## config.mk

```make
export PLATFORM = sky130hd
export DESIGN_NAME = isp_ol_walker_flat
export DESIGN_NICKNAME = d
export VERILOG_FILES = /design/src/rtl/isp_ol_walker_if.sv /design/src/rtl/isp_ol_walker.sv /design/src/flat_wrapper.sv
export SDC_FILE = /design/constraint.sdc
export NUM_CORES = 1
export LEC_CHECK = 0
export BUFFER_PORTS_ARGS = -buffer_cell sky130_fd_sc_hd__buf_4
export CAP_MARGIN = 20
export CORE_UTILIZATION = 50
export CTS_CLUSTER_SIZE = 14
export DETAILED_ROUTE_END_ITERATION = 8
export HOLD_SLACK_MARGIN = 0.12
export PLACE_DENSITY = 0.77
export SKIP_CTS_REPAIR_TIMING = 1
export SYNTH_ARGS = -nofsm -noshare
export SYNTH_HDL_FRONTEND = slang
export SYNTH_SLANG_ARGS = --single-unit
```

## constraint.sdc

```tcl
create_clock -name clock -period 3.5 [get_ports clock]
set_clock_uncertainty 0.1 [all_clocks]
set_input_delay 0.525 -clock clock [delete_from_list [all_inputs] [get_ports clock]]
set_output_delay 0.525 -clock clock [all_outputs]
set_load 0.02 [all_outputs]
```

## src/rtl/isp_ol_walker_if.sv

```systemverilog
// Walker-side bus: region start, VRAM read port and primitive descriptor stream.
interface isp_ol_walker_if #(parameter int ADDR_W = 24);
    logic              start;
    logic [ADDR_W-1:0] list_addr;
    logic [ADDR_W-1:0] param_base;
    logic              vram_rd;
    logic [ADDR_W-1:0] vram_addr;
    logic [31:0]       vram_din;
    logic              prim_valid;
    logic              prim_ready;
    logic [ADDR_W-1:0] prim_addr;
    logic [1:0]        prim_type;
    logic [3:0]        prim_skip;
    logic [2:0]        prim_strip_idx;
    logic              busy;
    logic              done;
    logic              abort;

    modport master (
        input  start, list_addr, param_base, vram_din, prim_ready,
        output vram_rd, vram_addr, prim_valid, prim_addr, prim_type, prim_skip,
               prim_strip_idx, busy, done, abort
    );
    modport slave (
        output start, list_addr, param_base, vram_din, prim_ready,
        input  vram_rd, vram_addr, prim_valid, prim_addr, prim_type, prim_skip,
               prim_strip_idx, busy, done, abort
    );
endinterface

```

## src/rtl/isp_ol_walker.sv

```systemverilog
// Object List walker: fetches tile list entries, follows links and emits one
// descriptor per strip triangle / array element to the ISP parameter parser.
module isp_ol_walker #(
    parameter int ADDR_W      = 24,
    parameter int MAX_ENTRIES = 4096
) (
    input logic            clock,
    input logic            reset,
    isp_ol_walker_if.master bus
);
    typedef enum logic [1:0] {IDLE, FETCH, DECODE, EMIT} state_t;
    localparam int CNT_W = $clog2(MAX_ENTRIES + 2);
    localparam logic [CNT_W-1:0] LIMIT = CNT_W'(MAX_ENTRIES);

    state_t            state;
    logic [ADDR_W-1:0] ptr;
    logic [ADDR_W-1:0] stride;
    logic [CNT_W-1:0]  n_entries;
    logic [5:0]        mask;
    logic [3:0]        remain;

    logic [31:0]       e;
    logic [5:0]        e_mask;
    logic [3:0]        e_skip;
    logic [ADDR_W-1:0] e_base;
    logic [ADDR_W-1:0] e_stride;
    logic [ADDR_W-1:0] e_link;
    logic [ADDR_W-1:0] ptr_next;
    logic [5:0]        next_mask;
    logic              last;

    // Lowest set bit index; bit 0 of the reordered mask is triangle 0.
    function automatic logic [2:0] first_set(input logic [5:0] m);
        first_set = '0;
        for (int i = 5; i >= 0; i--)
            if (m[i]) first_set = 3'(i);
    endfunction

    always_comb begin
        e        = bus.vram_din;
        e_mask   = '0;
        for (int i = 0; i < 6; i++) e_mask[i] = e[30-i];
        e_skip   = e[24:21];
        e_base   = bus.param_base + ADDR_W'({e[20:0], 2'b00});
        e_stride = e[29] ? ADDR_W'(60 + 16 * int'(e_skip))
                         : ADDR_W'(48 + 12 * int'(e_skip));
        e_link   = ADDR_W'({e[23:2], 2'b00});
        ptr_next = ptr + ADDR_W'(4);
        next_mask = mask & ~(6'b1 << bus.prim_strip_idx);
        last     = (bus.prim_type == 2'd0) ? (next_mask == '0) : (remain == '0);
    end

    always_ff @(posedge clock) begin
        if (reset) begin
            state              <= IDLE;
            ptr                <= '0;
            stride             <= '0;
            n_entries          <= '0;
            mask               <= '0;
            remain             <= '0;
            bus.vram_rd        <= 1'b0;
            bus.vram_addr      <= '0;
            bus.prim_valid     <= 1'b0;
            bus.prim_addr      <= '0;
            bus.prim_type      <= '0;
            bus.prim_skip      <= '0;
            bus.prim_strip_idx <= '0;
            bus.busy           <= 1'b0;
            bus.done           <= 1'b0;
            bus.abort          <= 1'b0;
        end else begin
            bus.done    <= 1'b0;
            bus.abort   <= 1'b0;
            bus.vram_rd <= 1'b0;
            case (state)
                IDLE: begin
                    bus.busy <= 1'b0;
                    // done still high means busy is still visible this cycle
                    if (bus.start && !bus.done) begin
                        ptr           <= bus.list_addr & ~ADDR_W'(3);
                        bus.vram_addr <= bus.list_addr & ~ADDR_W'(3);
                        bus.vram_rd   <= 1'b1;
                        n_entries     <= '0;
                        bus.busy      <= 1'b1;
                        state         <= FETCH;
                    end
                end
                FETCH: state <= DECODE;
                DECODE: begin
                    n_entries <= n_entries + 1'b1;
                    if (n_entries >= LIMIT) begin
                        bus.done  <= 1'b1;
                        bus.abort <= 1'b1;
                        state     <= IDLE;
                    end else if (e[31:29] == 3'b111) begin
                        if (e[28]) begin
                            bus.done <= 1'b1;
                            state    <= IDLE;
                        end else begin
                            ptr           <= e_link;
                            bus.vram_addr <= e_link;
                            bus.vram_rd   <= 1'b1;
                            state         <= FETCH;
                        end
                    end else if (e[31:29] == 3'b110 || (!e[31] && e_mask == '0)) begin
                        ptr           <= ptr_next;
                        bus.vram_addr <= ptr_next;
                        bus.vram_rd   <= 1'b1;
                        state         <= FETCH;
                    end else begin
                        bus.prim_valid <= 1'b1;
                        bus.prim_addr  <= e_base;
                        bus.prim_skip  <= e_skip;
                        mask           <= e_mask;
                        remain         <= e[28:25];
                        stride         <= e_stride;
                        if (!e[31]) begin
                            bus.prim_type      <= 2'd0;
                            bus.prim_strip_idx <= first_set(e_mask);
                        end else begin
                            bus.prim_type      <= e[29] ? 2'd2 : 2'd1;
                            bus.prim_strip_idx <= '0;
                        end
                        state <= EMIT;
                    end
                end
                EMIT: begin
                    if (bus.prim_ready) begin
                        if (last) begin
                            bus.prim_valid <= 1'b0;
                            ptr            <= ptr_next;
                            bus.vram_addr  <= ptr_next;
                            bus.vram_rd    <= 1'b1;
                            state          <= FETCH;
                        end else if (bus.prim_type == 2'd0) begin
                            mask               <= next_mask;
                            bus.prim_strip_idx <= first_set(next_mask);
                        end else begin
                            remain        <= remain - 4'd1;
                            bus.prim_addr <= bus.prim_addr + stride;
                        end
                    end
                end
                default: state <= IDLE;
            endcase
        end
    end
endmodule

```

## src/flat_wrapper.sv

```systemverilog
// flat-port wrapper written by rule: the top's interface ports become plain ports
module isp_ol_walker_flat 
#(
    parameter int ADDR_W      = 24,
    parameter int MAX_ENTRIES = 4096
)
  (clock, reset, bus_start, bus_list_addr, bus_param_base, bus_vram_din, bus_prim_ready, bus_vram_rd, bus_vram_addr, bus_prim_valid, bus_prim_addr, bus_prim_type, bus_prim_skip, bus_prim_strip_idx, bus_busy, bus_done, bus_abort);
  isp_ol_walker_if #(.ADDR_W(ADDR_W)) bus_i ();
  input logic clock;
  input logic reset;
  input wire logic [$bits(bus_i.start)-1:0] bus_start;
  input wire logic [$bits(bus_i.list_addr)-1:0] bus_list_addr;
  input wire logic [$bits(bus_i.param_base)-1:0] bus_param_base;
  input wire logic [$bits(bus_i.vram_din)-1:0] bus_vram_din;
  input wire logic [$bits(bus_i.prim_ready)-1:0] bus_prim_ready;
  output wire logic [$bits(bus_i.vram_rd)-1:0] bus_vram_rd;
  output wire logic [$bits(bus_i.vram_addr)-1:0] bus_vram_addr;
  output wire logic [$bits(bus_i.prim_valid)-1:0] bus_prim_valid;
  output wire logic [$bits(bus_i.prim_addr)-1:0] bus_prim_addr;
  output wire logic [$bits(bus_i.prim_type)-1:0] bus_prim_type;
  output wire logic [$bits(bus_i.prim_skip)-1:0] bus_prim_skip;
  output wire logic [$bits(bus_i.prim_strip_idx)-1:0] bus_prim_strip_idx;
  output wire logic [$bits(bus_i.busy)-1:0] bus_busy;
  output wire logic [$bits(bus_i.done)-1:0] bus_done;
  output wire logic [$bits(bus_i.abort)-1:0] bus_abort;
  assign bus_i.start = bus_start;
  assign bus_i.list_addr = bus_list_addr;
  assign bus_i.param_base = bus_param_base;
  assign bus_i.vram_din = bus_vram_din;
  assign bus_i.prim_ready = bus_prim_ready;
  assign bus_vram_rd = bus_i.vram_rd;
  assign bus_vram_addr = bus_i.vram_addr;
  assign bus_prim_valid = bus_i.prim_valid;
  assign bus_prim_addr = bus_i.prim_addr;
  assign bus_prim_type = bus_i.prim_type;
  assign bus_prim_skip = bus_i.prim_skip;
  assign bus_prim_strip_idx = bus_i.prim_strip_idx;
  assign bus_busy = bus_i.busy;
  assign bus_done = bus_i.done;
  assign bus_abort = bus_i.abort;
  isp_ol_walker #(.ADDR_W(ADDR_W), .MAX_ENTRIES(MAX_ENTRIES)) u_core (.clock(clock), .reset(reset), .bus(bus_i));
endmodule
```

; ---- After elaboration in Yosys (flattened, before gate mapping)
; Index checks and enable logic that the tools add are counted.
[totals]
register_bits = 111
input_bits = 84
output_inout_bits = 62
elab_cells = 149
[classes]
n_addsub = 7
multipliers = 1
n_lt_le_gt_ge = 1
eq_ne = 16
n_shift = 1
n_mux = 81
bitwise_logic = 6
n_reduce_logical = 21
[ops]
columns = operator, count
row1 = 2-to-1 mux 24 bit, 14
row2 = one-hot mux 24 bit (3 select lines), 1
row3 = 2-to-1 mux 3 bit, 19
row4 = one-hot mux 24 bit (2 select lines), 1
row5 = 2-to-1 mux 6 bit, 6
row6 = one-hot mux 13 bit (2 select lines), 1
row7 = adder 24 x 23 -> 24 bit, 1
row8 = adder 24 bit, 1
row9 = adder 24 x 3 -> 24 bit (second input constant), 1
row10 = adder 7 x 24 -> 24 bit (first input constant), 1
row11 = 2-to-1 mux 4 bit, 6
row12 = AND reduction 7 bit, 3
row13 = 2-to-1 mux 1 bit, 18
row14 = 2-to-1 mux 2 bit, 8
row15 = adder 13 x 1 -> 13 bit (second input constant), 1
row16 = >= comparator 13 bit (second input constant), 1
row17 = 2-to-1 mux 13 bit, 1
row18 = logical NOT 6 bit, 2
row19 = inequality test 2 bit (second input constant), 6
row20 = one-hot mux 6 bit (2 select lines), 1
row21 = adder 6 x 8 -> 9 bit (first input constant), 1
row22 = one-hot mux 2 bit (4 select lines), 1
row23 = one-hot mux 4 bit (2 select lines), 1
row24 = AND 6 bit, 1
row25 = other kinds (26), 37

; ---- Logic depth before layout (Yosys ltp)
; Gate-level depths: netlist of the first run.
[depth]
word_depth = 13
ltp_mapped = 10

; ---- Least setup slack after synthesis of the first run
; OpenSTA, ideal clock, no wires.
[synth_timing]
path_type = in2reg
start = input bus_vram_din[31]
end = register u_core.bus.vram_addr[13]
arrival_time_ns = 2.689
slack_ns = 0.576
stages = 9
path_cell_list = buf_2 > or4_4 > or4_4 > a311o_1 > or2_1 > buf_6 > buf_6 > a21oi_1 > o32ai_2
[synth_via]
elab_chain_len = 5
word_cells_on_any_way = 11
classes_between = 4 x eq/ne / 3 x mux / 4 x reduce/logical
[synth_lines]
columns = element, line
row1 = "start, declared", flat_wrapper.sv:14  ; input wire logic [$bits(bus_i.vram_din)-1:0] bus_vram_din;
row2 = "parallel branches: the longest is 5 deep, another holds AND reduction 7 bit", n/a
row3 = "end signal, assigned", isp_ol_walker.sv:101  ; bus.vram_addr <= e_link;
row4 = "end signal, assigned", isp_ol_walker.sv:107  ; bus.vram_addr <= ptr_next;
row5 = "end signal, assigned", isp_ol_walker.sv:132  ; bus.vram_addr <= ptr_next;
row6 = "end, declared", isp_ol_walker_if.sv:21  ; output vram_rd, vram_addr, prim_valid, prim_addr, prim_type, prim_skip,
; Several ways; the timed one is not identified. The select of a mux whose other input is x is not followed.
; A chain may end at the register's enable or synchronous reset.

; ---- Final worst setup path of the first run
[layout_timing]
start = input bus_vram_din[0]
end = register u_core.bus.prim_addr[22]
[layout_via]
elab_chain_len = 5
[layout_lines]
columns = element, line
row1 = adder 24 x 23 -> 24 bit, isp_ol_walker.sv:44  ; e_base = bus.param_base + ADDR_W'({e[20:0], 2'b00});
row2 = 2-to-1 mux 24 bit, isp_ol_walker.sv:105  ; end else if (e[31:29] == 3'b110 || (!e[31] && e_mask == '0)) begin
row3 = 2-to-1 mux 24 bit, isp_ol_walker.sv:95  ; end else if (e[31:29] == 3'b111) begin
row4 = 2-to-1 mux 24 bit, isp_ol_walker.sv:91  ; if (n_entries >= LIMIT) begin
row5 = one-hot mux 24 bit (2 select lines), isp_ol_walker.sv:75  ; case (state)
row6 = "end signal, assigned", isp_ol_walker.sv:112  ; bus.prim_addr <= e_base;
row7 = "end signal, assigned", isp_ol_walker.sv:140  ; bus.prim_addr <= bus.prim_addr + stride;
row8 = "end, declared", isp_ol_walker_if.sv:21
; Every way passes these cells. The select of a mux whose other input is x is not followed.

==> flow_summary.json, run 1 <==
{
  "outcome": "completed",
  "p_seq_share_pct": 39.0,
  "core_area_um2": 12800,
  "drtIter0Drc": 785,
  "htree_levels": 3,
  "hpwl_um": 14500,
  "critPathMaxFanout": 3,
  "rsz0062_at_grt": "no",
  "drt_pass1_iterations": 6,
  "wirelength_um": 19900,
  "power.density_nw_per_um2": 366,
  "synth-edff-count": 0,
  "avgSynthCellArea_um2": 7.60,
  "tightest_slew_ns": 0.945,
  "final_nets": 1135,
  "hold_viol_final": 0,
  "dieArea_um2": 13900,
  "min_period_ns": 3.01,
  "overflow": 0,
  "async_flop_share_pct": 0,
  "clk_path_buf_depth": 2,
  "switchingPower_w": 0.000995,
  "intPower_w": 0.00201,
  "endpoint_kind": "register",
  "clockPowerShare_pct": 34.3,
  "grt_pass1_vias": 6344,
  "worstSetupStartpointType": "primary input",
  "drc": 0,
  "drive_gt1_share_pct": 19.1,
  "grt_first_pass_wirelength_um": 32000,
  "slew_headroom_pct": 37.0,
  "placedCellCount": 1163,
  "antenna_found_initial": 0,
  "start_util_pct": 52.3,
  "antenna_cells": 0,
  "syn_inst": 882,
  "layout_commonest_cell": "buf_4",
  "p_comb_share_pct": 26.7,
  "max_cap_viol_count": 0,
  "ys_seq_area_share_pct": 27.5,
  "hp-class": "in2reg",
  "grt_max_degree": 49,
  "pin_count": 146,
  "vias": 7219,
  "post_drt_wl_per_cell_um": 16.9,
  "finalMaxSlewViolations": 0,
  "io_buffers": 141,
  "grt_usage_pct": 28.6,
  "final_cell_mix": "buf_4, nand2_1, dfxtp_1",
  "die_w_um": 118,
  "final_cells": 1179,
  "syn_to_final_growth_pct": 22.5,
  "power.share.switching_pct": 33.1,
  "cts_made_buffers": 9,
  "syn_area_um2": 6700,
  "cts_root_buf": "clkbuf_16",
  "clkLatencyLatePin_ns": 0.37,
  "cts_tree": "done",
  "rows": 41,
  "clkSlewWorstSetupHoldPaths_ns": 0.07,
  "ys_ff_latch": 92,
  "yosys_most_used_dff": "dfxtp_1",
  "setup_tns_ns": 0,
  "viasPerCell": 6.12,
  "irDropWorstVdd_mv": 0.329,
  "ys.warnings.count": 0,
  "clock-sinks": 92,
  "critPathKind": "in2reg",
  "finalSetupViolCount": 0,
  "cp.arrival_ns": 3.15,
  "power.leakage_nw": 3.34,
  "fin_crit_sh_pct": 86.0,
  "antenna_left": 0,
  "gp_congestion": 0.879,
  "die_h_um": 118,
  "yosysUniqueCellTypes": 73,
  "worstPathRequired_ns": 3.64,
  "fmax_ghz": 0.332
}
final timing paths:
path | slack (ns) | to | depth (start not counted) | start
max | 0.49 | u_core.bus.prim_addr[22] | 10 | bus_vram_din[0]
min | 0.34 | u_core.bus.prim_addr[1] | 3 | bus_param_base[1]
max reg2reg | 0.60 | u_core.bus.vram_addr[15] | 8 | u_core.bus.prim_strip_idx[0]
min reg2reg | 0.36 | u_core.bus.prim_skip[2] | 2 | u_core.bus.prim_skip[2]
cells in the mapped netlist, types with 16 or more instances:
library cell / n / area [µm²]
dfxtp_1: 92 / 1840
xor2_1: 16 / 140
nand3_1: 27 / 135
nand2_1: 99 / 372
xnor2_1: 16 / 140
clkbuf_1: 37 / 139
ha_1: 46 / 576
nor3_1: 27 / 135
a21oi_1: 92 / 460
a21o_1: 16 / 120
o21ai_0: 67 / 335
nor2_1: 84 / 315
nand4_1: 16 / 100
inv_1: 21 / 78.8
per-layer routing:
layer	GRT usage, %	routed length [µm]
met1	39.4	9020
met2	44.1	8930
met3	5.47	1490
met4	10.7	492
met5	0	0
layout make-up:
type	count	area (µm²)
fillers	1201	4610
multi-input cells	719	4570
flip-flops and latches	92	1840
repair buffers	158	1200
clock buffers	9	225
well taps	172	215
inverters	22	82.6
clock inverters	7	80.1
per-stage QoR:
step           hold WS (ns)  area [µm²]  utilization (%)  setup slack [ns]  total power, W
2_1_floorplan         0.336        6710                -             0.576         0.00169
3_3_place_gp          0.347        7900             61.6             0.212         0.00197
3_5_place_dp          0.352        7910             61.6             0.144         0.00199
4_1_cts               0.336        8210             64.0             0.501         0.00302
5_1_grt               0.341        8210             64.0             0.183         0.00315
6_report              0.343        8210             64.0             0.489         0.00301
critical path, cell delays in order:
cell       delay, ns
buf_4           0.11
ha_1            0.22
fa_1            0.43
a211oi_1        0.32
o211ai_1        0.19
a311oi_1        0.36
o21ai_0         0.22
o21ai_0         0.30
mux2i_1         0.11
a2111oi_0       0.36
state kept, by name (all words and copies together) (netlist names), 2 cells and up:
signal / flops
u_core.bus.prim_type: 2
u_core.bus.vram_addr: 22
u_core.bus.prim_strip_idx: 3
u_core.bus.prim_skip: 4
u_core.remain: 4
u_core.state: 2
u_core.stride: 7
u_core.mask: 6
u_core.bus.prim_addr: 24
u_core.n_entries: 13
kinds of logic after synthesis:
group	Yosys count	share of synthesized area (%)
AND/OR/NAND/NOR	322	22.9
adder cells (fa/ha/maj)	49	9.48
buffers and inverters	72	4.65
flip-flops	92	27.5
other	1	0.0560
multiplexers	12	1.81
XOR/XNOR	32	4.18
AO/OA/AOI/OAI	302	29.5
power by group through the flow:
stage,logic [W],registers [W],clock network [W]
CTS,0.000798,0.00117,0.00105
detailed placement,0.000793,0.00119,0
global route,0.000878,0.00118,0.00109
floorplan,0.000462,0.00123,0
finish,0.000801,0.00117,0.00103
global placement,0.000781,0.00119,0
Note: power is estimated with default switching activity, not from simulation.
==> run 2, diff against run 1 <==
--- a/config.mk
+++ b/config.mk
@@ -5,13 +5,13 @@
 export SDC_FILE = /design/constraint.sdc
 export NUM_CORES = 1
 export LEC_CHECK = 0
-export BUFFER_PORTS_ARGS = -buffer_cell sky130_fd_sc_hd__buf_4
 export CAP_MARGIN = 20
 export CORE_UTILIZATION = 50
 export CTS_CLUSTER_SIZE = 14
 export DETAILED_ROUTE_END_ITERATION = 8
+export DONT_BUFFER_PORTS = 1
 export HOLD_SLACK_MARGIN = 0.12
-export PLACE_DENSITY = 0.77
+export PLACE_DENSITY = 0.68
 export SKIP_CTS_REPAIR_TIMING = 1
 export SYNTH_ARGS = -nofsm -noshare
 export SYNTH_HDL_FRONTEND = slang
==> run 2 against run 1 <==
  * Worst hold slack got worse by 0.21 ns
  * Fmax fell by 5.5%
  * Routed wire length is 1.6% higher
  * Sequential power is 5% higher
  * Clock-buffer cell count grew 1
  * Via count decreased by 6.8%
  * Clock power barely moved
  * Sequential cell count did not move
  * Critical endpoint is now u_core.bus.vram_addr[14]
  * Largest cell class unchanged
  * Highest routed layer unchanged
==> flow_summary.json, run 2 (synthesis results as in run 1) <==
{
  "clkSlewWorstSetupHoldPaths_ns": 0.07,
  "critPathKind": "reg2reg",
  "r2r_slack_ns": 0.31,
  "tightest_slew_ns": 0.930,
  "drtIter0Drc": 596,
  "cts_made_buffers": 9,
  "fin_crit_sh_pct": 91.0,
  "cts_tree": "done",
  "rsz0062_at_grt": "no",
  "path_cells": "or3b_2 > o22a_1 > nor4_1 > o21ai_0 > or2_1 > a21oi_1 > o32ai_2",
  "die_w_um": 118,
  "slew_headroom_pct": 38.0,
  "worst_hold_slack_ns": 0.130,
  "dieArea_um2": 13900,
  "setup_tns_ns": 0,
  "hold_viol_final": 0,
  "drive_gt1_share_pct": 5.45,
  "slowest_delay_ns": 0.63,
  "drt_pass1_iterations": 5,
  "overflow": 0,
  "endpoint_kind": "register",
  "finalMaxSlewViolations": 0,
  "placed_area_um2": 6810,
  "layout_commonest_cell": "nand2_1",
  "worstPathRequired_ns": 3.62,
  "power.leakage_nw": 2.61,
  "wirelength_um": 20300,
  "cp_slowest_cell": "or2_1",
  "start_util_pct": 52.3,
  "final_nets": 991,
  "outcome": "completed",
  "largest_register_ffs": 24,
  "htree_levels": 3,
  "drc": 0,
  "reg_top3": "u_core.bus.prim_addr: 24 flops, u_core.bus.vram_addr: 22 flops, u_core.n_entries: 13 flops",
  "hold_start": "reset",
  "grt_first_pass_wirelength_um": 32300,
  "pin_count": 146,
  "grt_max_degree": 75,
  "grt_usage_pct": 28.9,
  "finalSetupViolCount": 0,
  "hpwl_um": 14800,
  "rows": 41,
  "gp_congestion": 0.948,
  "cp.arrival_ns": 3.30,
  "worstSetupStartpointType": "register",
  "clock-sinks": 92,
  "die_h_um": 118,
  "final_cell_mix": "nand2_1, dfxtp_1, a21oi_1",
  "min_period_ns": 3.19,
  "viasPerCell": 6.50,
  "syn_to_final_growth_pct": 6.16,
  "r2r-end": "u_core.bus.vram_addr[14]",
  "cts_root_buf": "clkbuf_16",
  "io_buffers": 0,
  "whs_path_depth": 1,
  "antenna_left": 0,
  "grt_pass1_vias": 6296,
  "max_cap_viol_count": 0,
  "post_drt_wl_per_cell_um": 19.6,
  "clk_path_buf_depth": 2,
  "r2r_cells": 7,
  "critPathMaxFanout": 24,
  "antenna_cells": 0,
  "clkLatencyLatePin_ns": 0.36,
  "regMostFlops": "u_core.bus.prim_addr",
  "whs_endpoint": "u_core.bus.vram_addr[11]",
  "fin_total_pwr_w": 0.00280,
  "finalInstanceArea_um2": 7110,
  "fmax_ghz": 0.314,
  "hp-class": "in2reg",
  "irDropWorstVdd_mv": 0.285,
  "antenna_found_initial": 0,
  "vias": 6730,
  "power.density_nw_per_um2": 394,
  "core_area_um2": 12800,
  "r2r-start": "u_core.bus.prim_strip_idx[0]"
}
## run 2: area by class of cell
cell class                 count  area (µm²)
multi-input combinational    719        4570
clock buffer                  10         229
sequential                    92        1840
tap                          172         215
timing repair buffer          14         105
inverter                      22        82.6
clock inverter                 6        72.6
fill                        1237        5710
## run 2: worst max path at each step
| stage | slack [ns] | end | startpoint | cells past startpoint |
|---|---|---|---|---|
| after global routing | 0.11 | u_core.bus.vram_addr[4] | u_core.bus.prim_strip_idx[0] | 7 |
| after global placement | 0.20 | u_core.bus.prim_addr[22] | bus_vram_din[0] | 9 |
| final | 0.31 | u_core.bus.vram_addr[14] | u_core.bus.prim_strip_idx[0] | 7 |
| after CTS | 0.38 | u_core.bus.vram_addr[8] | u_core.bus.prim_strip_idx[0] | 7 |
| after floorplan | 0.58 | u_core.bus.vram_addr[13] | bus_vram_din[31] | 9 |
| after detailed placement | 0.18 | u_core.bus.prim_addr[22] | bus_vram_din[0] | 9 |
## run 2: where the power goes
part / total [W] / switching (W) / internal, W
Clock: 0.00101 / 0.000451 / 0.000562
Sequential: 0.00123 / 0.000132 / 0.00110
Combinational: 0.000554 / 0.000326 / 0.000228
## run 2: metrics by stage
step           std cells  utilization, %  setup WS [ns]
3_5_place_dp        1019            53.1          0.181
3_3_place_gp        1019            53.1          0.202
4_1_cts             1035            55.5          0.381
2_1_floorplan        883               -          0.576
5_1_grt             1035            55.5          0.111
6_report            1035            55.5          0.315
## run 2: metal layers
layer  vias to the layer above  track usage, %  routed length (µm)
li1                       3217               -                   -
met1                      3224            37.9                8900
met2                       261            45.5                9260
met3                        28            6.88                1670
met4                         0            11.6                 422
met5                         -               0                   0
## run 2: critical path: cells and delay by family (launching register included)
family          cells  cell delay [ns]
compound gates      4             0.91
flops               1             0.58
simple gates        3             1.44
